## config.mk

```make
export PLATFORM = sky130hd
export DESIGN_NAME = button_debouncer_flat
export DESIGN_NICKNAME = d
export VERILOG_FILES = /design/src/rtl/button_debouncer_if.sv /design/src/rtl/button_debouncer.sv /design/src/flat_wrapper.sv
export SDC_FILE = /design/constraint.sdc
export NUM_CORES = 1
export LEC_CHECK = 0
export CORE_AREA = 2 2 87 89
export DETAILED_ROUTE_END_ITERATION = 10
export DIE_AREA = 0 0 89 91
export PLACE_DENSITY = 0.75
export SLEW_MARGIN = 5
export SYNTH_ARGS = -nofsm -noshare
export SYNTH_HDL_FRONTEND = slang
export SYNTH_SLANG_ARGS = --single-unit
```

## constraint.sdc

```tcl
create_clock -name CLK -period 2 [get_ports CLK]
set_input_delay 0.2 -clock CLK [delete_from_list [all_inputs] [get_ports CLK]]
set_output_delay 0.2 -clock CLK [all_outputs]
set_load 0.02 [all_outputs]
```

## src/rtl/button_debouncer_if.sv

```systemverilog
// Button debouncer port bundle: sample tick and raw buttons in, clean levels and pulses out.
// The debouncer takes the slave side; whoever drives buttons/tick takes the master side.
interface button_debouncer_if #(
    parameter int N_BTN = 4
);
    logic             Enable;
    logic [N_BTN-1:0] Btn_raw;
    logic [N_BTN-1:0] Btn_level;
    logic [N_BTN-1:0] Btn_press;
    logic [N_BTN-1:0] Btn_release;
    logic [N_BTN-1:0] Btn_repeat;

    modport master (
        output Enable,
        output Btn_raw,
        input  Btn_level,
        input  Btn_press,
        input  Btn_release,
        input  Btn_repeat
    );

    modport slave (
        input  Enable,
        input  Btn_raw,
        output Btn_level,
        output Btn_press,
        output Btn_release,
        output Btn_repeat
    );
endinterface

```

## src/rtl/button_debouncer.sv

```systemverilog
// Purpose: per-button debounce, press/release edge pulses and auto-repeat, sampled on the Enable tick.
// Latency: 2 CLK synchronizer + STABLE_TICKS ticks to Btn_level; all pulses are registered, 1 CLK wide.
// Backpressure: none; outputs are fire-and-forget, Enable=0 freezes every counter and level.
module button_debouncer #(
    parameter int N_BTN        = 4,
    parameter int STABLE_TICKS = 4,
    parameter int REPEAT_DELAY = 100,
    parameter int REPEAT_RATE  = 20
) (
    input  logic              CLK,
    input  logic              Reset,
    button_debouncer_if.slave bif
);

    localparam int SW   = (STABLE_TICKS > 1) ? $clog2(STABLE_TICKS) : 1;
    localparam int HMAX = (REPEAT_DELAY > REPEAT_RATE) ? REPEAT_DELAY : REPEAT_RATE;
    localparam int HW   = $clog2(HMAX + 1);

    localparam logic [SW-1:0] STAB_LAST  = SW'(STABLE_TICKS - 1);
    localparam logic [HW-1:0] DELAY_LAST = HW'(REPEAT_DELAY - 1);
    localparam logic [HW-1:0] RATE_LAST  = HW'(REPEAT_RATE - 1);

    typedef enum logic [1:0] {
        RELEASED = 2'd0,
        DELAY    = 2'd1,
        REPEAT   = 2'd2
    } rep_state_t;

    logic [N_BTN-1:0] sync1;
    logic [N_BTN-1:0] sync2;
    logic [N_BTN-1:0] level_vec;
    logic [N_BTN-1:0] press_vec;
    logic [N_BTN-1:0] release_vec;
    logic [N_BTN-1:0] repeat_vec;

    // Synchronizer runs every CLK; only sync2 feeds the debounce logic.
    always_ff @(posedge CLK) begin
        if (Reset) begin
            sync1 <= '0;
            sync2 <= '0;
        end else begin
            sync1 <= bif.Btn_raw;
            sync2 <= sync1;
        end
    end

    for (genvar i = 0; i < N_BTN; i++) begin : g_btn
        logic [SW-1:0] stab_cnt;
        logic [SW-1:0] stab_cnt_nxt;
        logic          level;
        logic          rise;
        logic          fall;
        rep_state_t    state;
        rep_state_t    state_nxt;
        logic [HW-1:0] hold_cnt;
        logic [HW-1:0] hold_cnt_nxt;
        logic          rep_nxt;
        logic          press_q;
        logic          release_q;
        logic          repeat_q;

        // A single agreeing sample restarts the stability count.
        always_comb begin
            stab_cnt_nxt = stab_cnt;
            rise         = 1'b0;
            fall         = 1'b0;
            if (bif.Enable) begin
                if (sync2[i] == level) begin
                    stab_cnt_nxt = '0;
                end else if (stab_cnt == STAB_LAST) begin
                    stab_cnt_nxt = '0;
                    rise         = ~level;
                    fall         = level;
                end else begin
                    stab_cnt_nxt = stab_cnt + 1'b1;
                end
            end
        end

        // Repeat fires when the hold count reaches its terminal value on this tick,
        // so the first repeat lands exactly REPEAT_DELAY ticks after the press.
        always_comb begin
            state_nxt    = state;
            hold_cnt_nxt = hold_cnt;
            rep_nxt      = 1'b0;
            if (bif.Enable) begin
                case (state)
                    RELEASED: begin
                        if (rise) begin
                            state_nxt    = DELAY;
                            hold_cnt_nxt = '0;
                        end
                    end
                    DELAY: begin
                        if (fall) begin
                            state_nxt    = RELEASED;
                            hold_cnt_nxt = '0;
                        end else if (hold_cnt == DELAY_LAST) begin
                            state_nxt    = REPEAT;
                            hold_cnt_nxt = '0;
                            rep_nxt      = 1'b1;
                        end else begin
                            hold_cnt_nxt = hold_cnt + 1'b1;
                        end
                    end
                    REPEAT: begin
                        if (fall) begin
                            state_nxt    = RELEASED;
                            hold_cnt_nxt = '0;
                        end else if (hold_cnt == RATE_LAST) begin
                            hold_cnt_nxt = '0;
                            rep_nxt      = 1'b1;
                        end else begin
                            hold_cnt_nxt = hold_cnt + 1'b1;
                        end
                    end
                    default: begin
                        state_nxt    = RELEASED;
                        hold_cnt_nxt = '0;
                    end
                endcase
            end
        end

        always_ff @(posedge CLK) begin
            if (Reset) begin
                stab_cnt  <= '0;
                level     <= 1'b0;
                state     <= RELEASED;
                hold_cnt  <= '0;
                press_q   <= 1'b0;
                release_q <= 1'b0;
                repeat_q  <= 1'b0;
            end else begin
                stab_cnt  <= stab_cnt_nxt;
                level     <= level ^ (rise | fall);
                state     <= state_nxt;
                hold_cnt  <= hold_cnt_nxt;
                press_q   <= rise;
                release_q <= fall;
                repeat_q  <= rep_nxt;
            end
        end

        assign level_vec[i]   = level;
        assign press_vec[i]   = press_q;
        assign release_vec[i] = release_q;
        assign repeat_vec[i]  = repeat_q;
    end

    assign bif.Btn_level   = level_vec;
    assign bif.Btn_press   = press_vec;
    assign bif.Btn_release = release_vec;
    assign bif.Btn_repeat  = repeat_vec;

endmodule

```

## src/flat_wrapper.sv

```systemverilog
// flat-port wrapper written by rule: the top's interface ports become plain ports
module button_debouncer_flat 
#(
    parameter int N_BTN        = 4,
    parameter int STABLE_TICKS = 4,
    parameter int REPEAT_DELAY = 100,
    parameter int REPEAT_RATE  = 20
)
  (CLK, Reset, bif_Enable, bif_Btn_raw, bif_Btn_level, bif_Btn_press, bif_Btn_release, bif_Btn_repeat);
  button_debouncer_if #(.N_BTN(N_BTN)) bif_i ();
  input  logic CLK;
  input  logic Reset;
  input wire logic [$bits(bif_i.Enable)-1:0] bif_Enable;
  input wire logic [$bits(bif_i.Btn_raw)-1:0] bif_Btn_raw;
  output wire logic [$bits(bif_i.Btn_level)-1:0] bif_Btn_level;
  output wire logic [$bits(bif_i.Btn_press)-1:0] bif_Btn_press;
  output wire logic [$bits(bif_i.Btn_release)-1:0] bif_Btn_release;
  output wire logic [$bits(bif_i.Btn_repeat)-1:0] bif_Btn_repeat;
  assign bif_i.Enable = bif_Enable;
  assign bif_i.Btn_raw = bif_Btn_raw;
  assign bif_Btn_level = bif_i.Btn_level;
  assign bif_Btn_press = bif_i.Btn_press;
  assign bif_Btn_release = bif_i.Btn_release;
  assign bif_Btn_repeat = bif_i.Btn_repeat;
  button_debouncer #(.N_BTN(N_BTN), .STABLE_TICKS(STABLE_TICKS), .REPEAT_DELAY(REPEAT_DELAY), .REPEAT_RATE(REPEAT_RATE)) u_core (.CLK(CLK), .Reset(Reset), .bif(bif_i));
endmodule
```

==> qor.yml, run 1 <==
crit_buf_inv: 0
worstHoldPathType: "input pin to register"
gr-usage-all-layers_pct: 16.81
grt_pass1_wl_mm: 10.87
status: "finished, final reports clean"
hold_buffers: 0
place_congestion: 0.8062
cts_tree: "yes"
cts.path.max_buffers: 2
cts-root-buf: "clkbuf_8"
cts-htree-levels: 3
final.setup.tns_ns: 0
slowest_stage: "or3b_4"
yosysWarnings: 0
reg2reg_slack_ns: 0.13
clk_pin_slew_ns: 0.07
max_freq_mhz: 533.7
setup_viol: 0
grt_pass1_vias: 2537
nFillCells: 672
die_h_um: 91
portBuffers: 22
dr.pass1.iters: 4
drt-total-wl_mm: 6.185
numClockSinks: 68
syn_area_um2: 3312
core_um2: 7137
synth_edf_count: 0
crit_chain: "ha_1 -> or3b_4 -> o41ai_4 -> a211oi_4 -> nand2_2 -> o311ai_1"
grt_max_degree: 38
dr.first_iter.drc_count: 52
die_x_um: 89
remaining_drc_errors: 0
dpl_cell_area_um2: 3598
final_area_um2: 3847
rsz0062_at_grt: "false"
yosys_most_used_dff: "dfxtp_1"
cap_viol_max_count: 0
slowest_delay_ns: 0.44
cp-end-kind: "register"
routedWlPerCell_um: 12.57
clock_latency_ns: 0.35
antenna_left: 0
yosysSeqAreaShare_pct: 41.10
min_period_ns: 1.874
skew_ns: 0.006607
hpwl_mm: 4.306
grt_remaining_overflow: 0
ir_drop_mv: 0.4386
initial_core_util_pct: 46.41
ios: 23
power-per-cell-area_nw_per_um2: 739.7
synth-seq-cells: 68
async_reset_ff_share_pct: 0
critical_path_class: "register to register"
finish.utilization_pct: 53.91
cp.arrival_ns: 2.09
die-area_um2: 8099
cts_made_buffers: 9
rows: 31
nNetsFinal: 415
worst_slew_pin_slew_ns: 0.4709
synth_cell_type_count: 51
slew_violations: 0
diodes: 0
syn_inst: 369
antenna_found_initial: 0
crit_fanout: 5
area_growth_pct: 16.17
synth_area_per_cell_um2: 8.975
cts_resized: 0
via_count: 2594
synth_nets: 396
slew_headroom_pct: 68.57
drive_gt1_share_pct: 11.96
cp.required_ns: 2.22
post_cts.repair.setup_buffers: 0
fin_crit_sh_pct: 93.69
via_per_inst: 5.272
critical_path.top_delay_family: "compound AO/OA/AOI/OAI gates"
p_leak_nw: 1.413
critPathLaunchType: "register"
hold_viol_final: 0
==> placed cells by master, fill, tap and decap left out, drive strengths merged, types with 10 or more instances in the layout <==
cell type	Yosys	final
dfxtp	68	68
nand3	17	17
xor2	18	18
clkdlybuf4s50	0	22
ha	20	20
clkbuf	8	10
nor2	45	45
buf	20	14
nand2	39	39
nand4	14	14
inv	15	15
a21oi	20	20
==> cells in the mapped netlist, types with 5 or more instances <==
library cell	instances	share of area, %
a21oi_1	15	2.3
a21oi_2	5	1.3
and3_1	7	1.3
buf_4	16	3.6
clkbuf_1	7	0.79
dfxtp_1	68	41
ha_1	20	7.6
inv_1	15	1.7
mux2i_1	7	2.1
nand2_1	38	4.3
nand3_1	17	2.6
nand4_1	14	2.6
nand4b_1	7	1.9
nor2_1	45	5.1
nor2b_1	8	1.5
xor2_1	18	4.8
==> area by class of cell <==
type	instances	area, um2	area share (%)
Inverter	15	56.30	1.463
Tap cell	99	123.9	3.220
Multi-Input combinational cell	258	1719	44.68
Clock buffer	10	137.6	3.577
Timing Repair Buffer	36	337.8	8.780
Sequential cell	68	1361	35.38
Clock inverter	6	111.4	2.894
==> logic make-up (layout without fill, tap and decap cells) <==
kind of cell / count (synthesis) / count (layout) / synth area share, %
AO/OA/AOI/OAI: 51 / 51 / 12.35
multiplexers: 7 / 7 / 2.116
XOR/XNOR: 22 / 22 / 5.818
adder cells (fa/ha/maj): 20 / 20 / 7.556
buffers and inverters: 43 / 67 / 6.989
flip-flops: 68 / 68 / 41.10
AND/OR/NAND/NOR: 158 / 158 / 24.07
==> power by group <==
| group | switching (mW) | total (mW) | internal [mW] |
|---|---|---|---|
| registers | 0.00552 | 1.37 | 1.36 |
| clock network | 0.542 | 1.40 | 0.862 |
| logic | 0.0441 | 0.0744 | 0.0303 |
==> worst reg2reg max path: cells and delay by family (launching register included) <==
family / cells / cell delay (ns)
flip-flops: 1 / 0.34
AND/OR/NAND/NOR: 2 / 0.58
adder cells (fa/ha/maj): 1 / 0.21
AO/OA/AOI/OAI: 3 / 0.63
==> path summary, 6_finish.rpt <==
path / to / cells past startpoint / start
hold reg to reg: u_core.sync2[0]$_SDFF_PP0_ / 1 / u_core.sync1[0]$_SDFF_PP0_
setup / recovery: u_core.g_btn[0].hold_cnt[4]$_SDFFE_PP0P_ / 6 / u_core.g_btn[0].hold_cnt[0]$_SDFFE_PP0P_
hold / removal: u_core.sync1[0]$_SDFF_PP0_ / 2 / bif_Btn_raw[0]
setup reg to reg: u_core.g_btn[0].hold_cnt[4]$_SDFFE_PP0P_ / 6 / u_core.g_btn[0].hold_cnt[0]$_SDFFE_PP0P_
==> flip-flops by register name, summed over array words and instances (netlist names) <==
signal	count
u_core.g_btn.press_q	4
u_core.g_btn.repeat_q	4
u_core.g_btn.level	4
u_core.sync1	4
u_core.g_btn.stab_cnt	8
u_core.sync2	4
u_core.g_btn.hold_cnt	28
u_core.g_btn.release_q	4
u_core.g_btn.state	8
==> routing by layer <==
metal  global-route usage, %  share of wire [%]
met4                   7.463                2.2
met1                   21.84                 46
met3                   4.000                4.7
met5                       0                  0
met2                   26.24                 47
==> metrics by stage <==
stage / power (mW) / instances / setup WS (ns) / hold slack, ns
after floorplan: 1.442 / 369 / 0.2363 / 0.3282
after global placement: 1.473 / 476 / 0.1265 / 0.4168
after detailed placement: 1.474 / 476 / 0.009770 / 0.4212
after CTS: 2.872 / 492 / 0.1278 / 0.3858
after global routing: 2.936 / 492 / 0.01778 / 0.4014
final: 2.846 / 492 / 0.1262 / 0.3976
Power figures use the tool's default switching activity.
==> run 2, diff against run 1 <==
--- a/config.mk
+++ b/config.mk
@@ -6,6 +6,7 @@
 export NUM_CORES = 1
 export LEC_CHECK = 0
 export CORE_AREA = 2 2 87 89
+export CTS_BUF_LIST = sky130_fd_sc_hd__clkbuf_16
 export DETAILED_ROUTE_END_ITERATION = 10
 export DIE_AREA = 0 0 89 91
 export PLACE_DENSITY = 0.75
==> run 2 against run 1 <==
Net effect: total power up 14%; cell count did not move; design area is 2.4% higher; clock skew shrank 0.00092 ns; wire length up 3.6%; register-to-register slack lost 0.04 ns; via count stayed put; critical path type unchanged; highest routed layer unchanged.
==> qor.yml, run 2 (same netlist as run 1, synthesis figures left out) <==
status: "finished, final reports clean"
ios: 23  # unchanged
die_x_um: 89  # unchanged
min_period_ns: 1.918  # +0.04455 ns
via_per_inst: 5.272  # unchanged
p_int_mw: 2.607  # +16%
total_power_mw: 3.241  # +14%
grt_remaining_overflow: 0  # unchanged
crit_fanout: 4  # -1
p_comb_share_pct: 2.3  # -0.3 points
core_um2: 7137  # unchanged
die_h_um: 91  # unchanged
remaining_drc_errors: 0  # unchanged
nNetsFinal: 415  # unchanged
antenna_found_initial: 0  # unchanged
cts_tree: "yes"
post_cts.repair.setup_buffers: 0  # unchanged
final.setup.tns_ns: 0  # unchanged
drt-total-wl_mm: 6.405  # +3.6%
antenna_left: 0  # unchanged
rsz0062_at_grt: "false"
mostFrequentLayoutCells: "dfxtp_1 (68), nor2_1 (45), nand2_1 (38)"
rows: 31  # unchanged
drive_gt1_share_pct: 11.70  # -0.25 points
grt_max_degree: 38  # unchanged
worst_slew_pin_slew_ns: 0.4656  # -0.005363 ns
portBuffers: 22  # unchanged
skew_ns: 0.005690  # -0.0009165 ns
slew_headroom_pct: 68.93  # +0.36 points
slew_violations: 0  # unchanged
setup_viol: 0  # unchanged
grt_pass1_wl_mm: 11.14  # +2.5%
clk_pin_slew_ns: 0.06  # about the same
via_count: 2594  # unchanged
largest_register: "u_core.g_btn.hold_cnt"
fin_crit_sh_pct: 95.92  # +2.2 points
place_congestion: 0.8062  # unchanged
hold_viol_final: 0  # unchanged
cap_viol_max_count: 0  # unchanged
power-per-cell-area_nw_per_um2: 822.9  # +11%
multiInputGateArea_um2: 1719  # unchanged
nFillCells: 653  # -2.8%
area_growth_pct: 18.93
switching_share_pct: 19.57  # -1.2 points
grt_pass1_vias: 2566  # +1.1%
cts-htree-levels: 3  # unchanged
worstHoldPathType: "input pin to register"
critical_path_class: "register to register"
hold_buffers: 0  # unchanged
diodes: 0  # unchanged
cts_resized: 0  # unchanged
hold_slack_ns: 0.4206  # +0.02298 ns
clock_latency_ns: 0.33  # -0.02 ns
dr.first_iter.drc_count: 95  # +83%
regArea_um2: 1361  # unchanged
cp.arrival_ns: 2.14  # +0.05 ns
max_freq_mhz: 521.3  # -2.3%
p_sw_mw: 0.6343  # +7.3%
hpwl_mm: 4.306  # unchanged
cp.required_ns: 2.22  # about the same
power_frac_clock_pct: 55.4  # +6.1 points
die-area_um2: 8099  # unchanged
gr-usage-all-layers_pct: 17.49  # +0.67 points
layout_commonest_cell: "dfxtp_1"
critPathLaunchType: "register"
p_leak_nw: 1.454  # +2.9%
cts.path.max_buffers: 2  # unchanged
numClockSinks: 68  # unchanged
p_seq_share_pct: 42.3  # -5.8 points
cts-root-buf: "clkbuf_16"
initial_core_util_pct: 46.41  # unchanged
cp-end-kind: "register"
largest_reg_flops: 28  # unchanged
ir_drop_mv: 0.4828  # +10%
top_regs: "u_core.g_btn.hold_cnt (28), u_core.g_btn.stab_cnt (8), u_core.g_btn.state (8)"
cts_made_buffers: 9  # unchanged
routedWlPerCell_um: 13.02  # +3.6%
dr.pass1.iters: 4  # unchanged
==> run 2: changes by cell type in the layout (fill, tap and decap cells not counted) <==
cell and change:
clkbuf_16 +9, clkbuf_8 -10, clkinv_1 +1
==> run 2: power by group through the flow <==
stage                     combinational [mW]  sequential, mW  clock [mW]
after floorplan                       0.0444            1.40           0
after global placement                0.0735            1.40           0
after detailed placement              0.0747            1.40           0
after CTS                             0.0754            1.37        1.83
after global routing                  0.0828            1.37        1.89
final                                 0.0747            1.37        1.80
==> run 2: worst max-delay path, cell delays in order, from the launching register on <==
cell	delay, ns
dfxtp_1	0.33
ha_1	0.20
or3b_4	0.44
nor3_1	0.38
o21ai_0	0.21
mux2i_1	0.19
nor2_1	0.05
==> run 2: layout make-up <==
| class | count | area share, % |
|---|---|---|
| inverters | 15 | 1.429 |
| clock inverters | 7 | 2.922 |
| flip-flops and latches | 68 | 34.56 |
| clock buffers | 9 | 5.718 |
| well taps | 99 | 3.145 |
| repair buffers | 36 | 8.577 |
| multi-input cells | 258 | 43.65 |
==> run 2: final timing paths <==
| check | startpoint | end | slack (ns) | cells after the start |
|---|---|---|---|---|
| setup / recovery | u_core.g_btn[0].hold_cnt[0]$_SDFFE_PP0P_ | u_core.g_btn[0].state[0]$_SDFFE_PP0P_ | 0.08 | 6 |
| hold / removal | bif_Btn_raw[0] | u_core.sync1[0]$_SDFF_PP0_ | 0.42 | 2 |
| setup reg to reg | u_core.g_btn[0].hold_cnt[0]$_SDFFE_PP0P_ | u_core.g_btn[0].state[0]$_SDFFE_PP0P_ | 0.08 | 6 |
| hold reg to reg | u_core.sync1[0]$_SDFF_PP0_ | u_core.sync2[0]$_SDFF_PP0_ | 0.43 | 1 |
==> run 2: layer usage <==
layer | routed length, um | share of wire [%] | vias up | GRT usage, %
met5 | 0 | 0 | - | 0
met4 | 164 | 2.6 | 0 | 8.333
met3 | 315 | 4.9 | 14 | 5.273
met2 | 3056 | 48 | 64 | 26.74
met1 | 2870 | 45 | 1196 | 22.26
li1 | - | - | 1320 | -
==> run 2: stage by stage <==
step                      instance area (um2)  util (%)  std cells  setup WS, ns
after floorplan                          3312         -        369        0.2363
after global placement                   3598     50.42        476        0.1265
after detailed placement                 3598     50.42        476      0.009770
after CTS                                3939     55.19        492        0.1086
after global routing                     3939     55.19        492       0.01344
final                                    3939     55.19        492       0.08169
==> run 3, diff against run 2 <==
--- a/config.mk
+++ b/config.mk
@@ -5,6 +5,7 @@
 export SDC_FILE = /design/constraint.sdc
 export NUM_CORES = 1
 export LEC_CHECK = 0
+export CAP_MARGIN = 25
 export CORE_AREA = 2 2 87 89
 export CTS_BUF_LIST = sky130_fd_sc_hd__clkbuf_16
 export DETAILED_ROUTE_END_ITERATION = 10
==> results of run 3 <==
Final layout, timing and power as in run 2 (identical DEF).
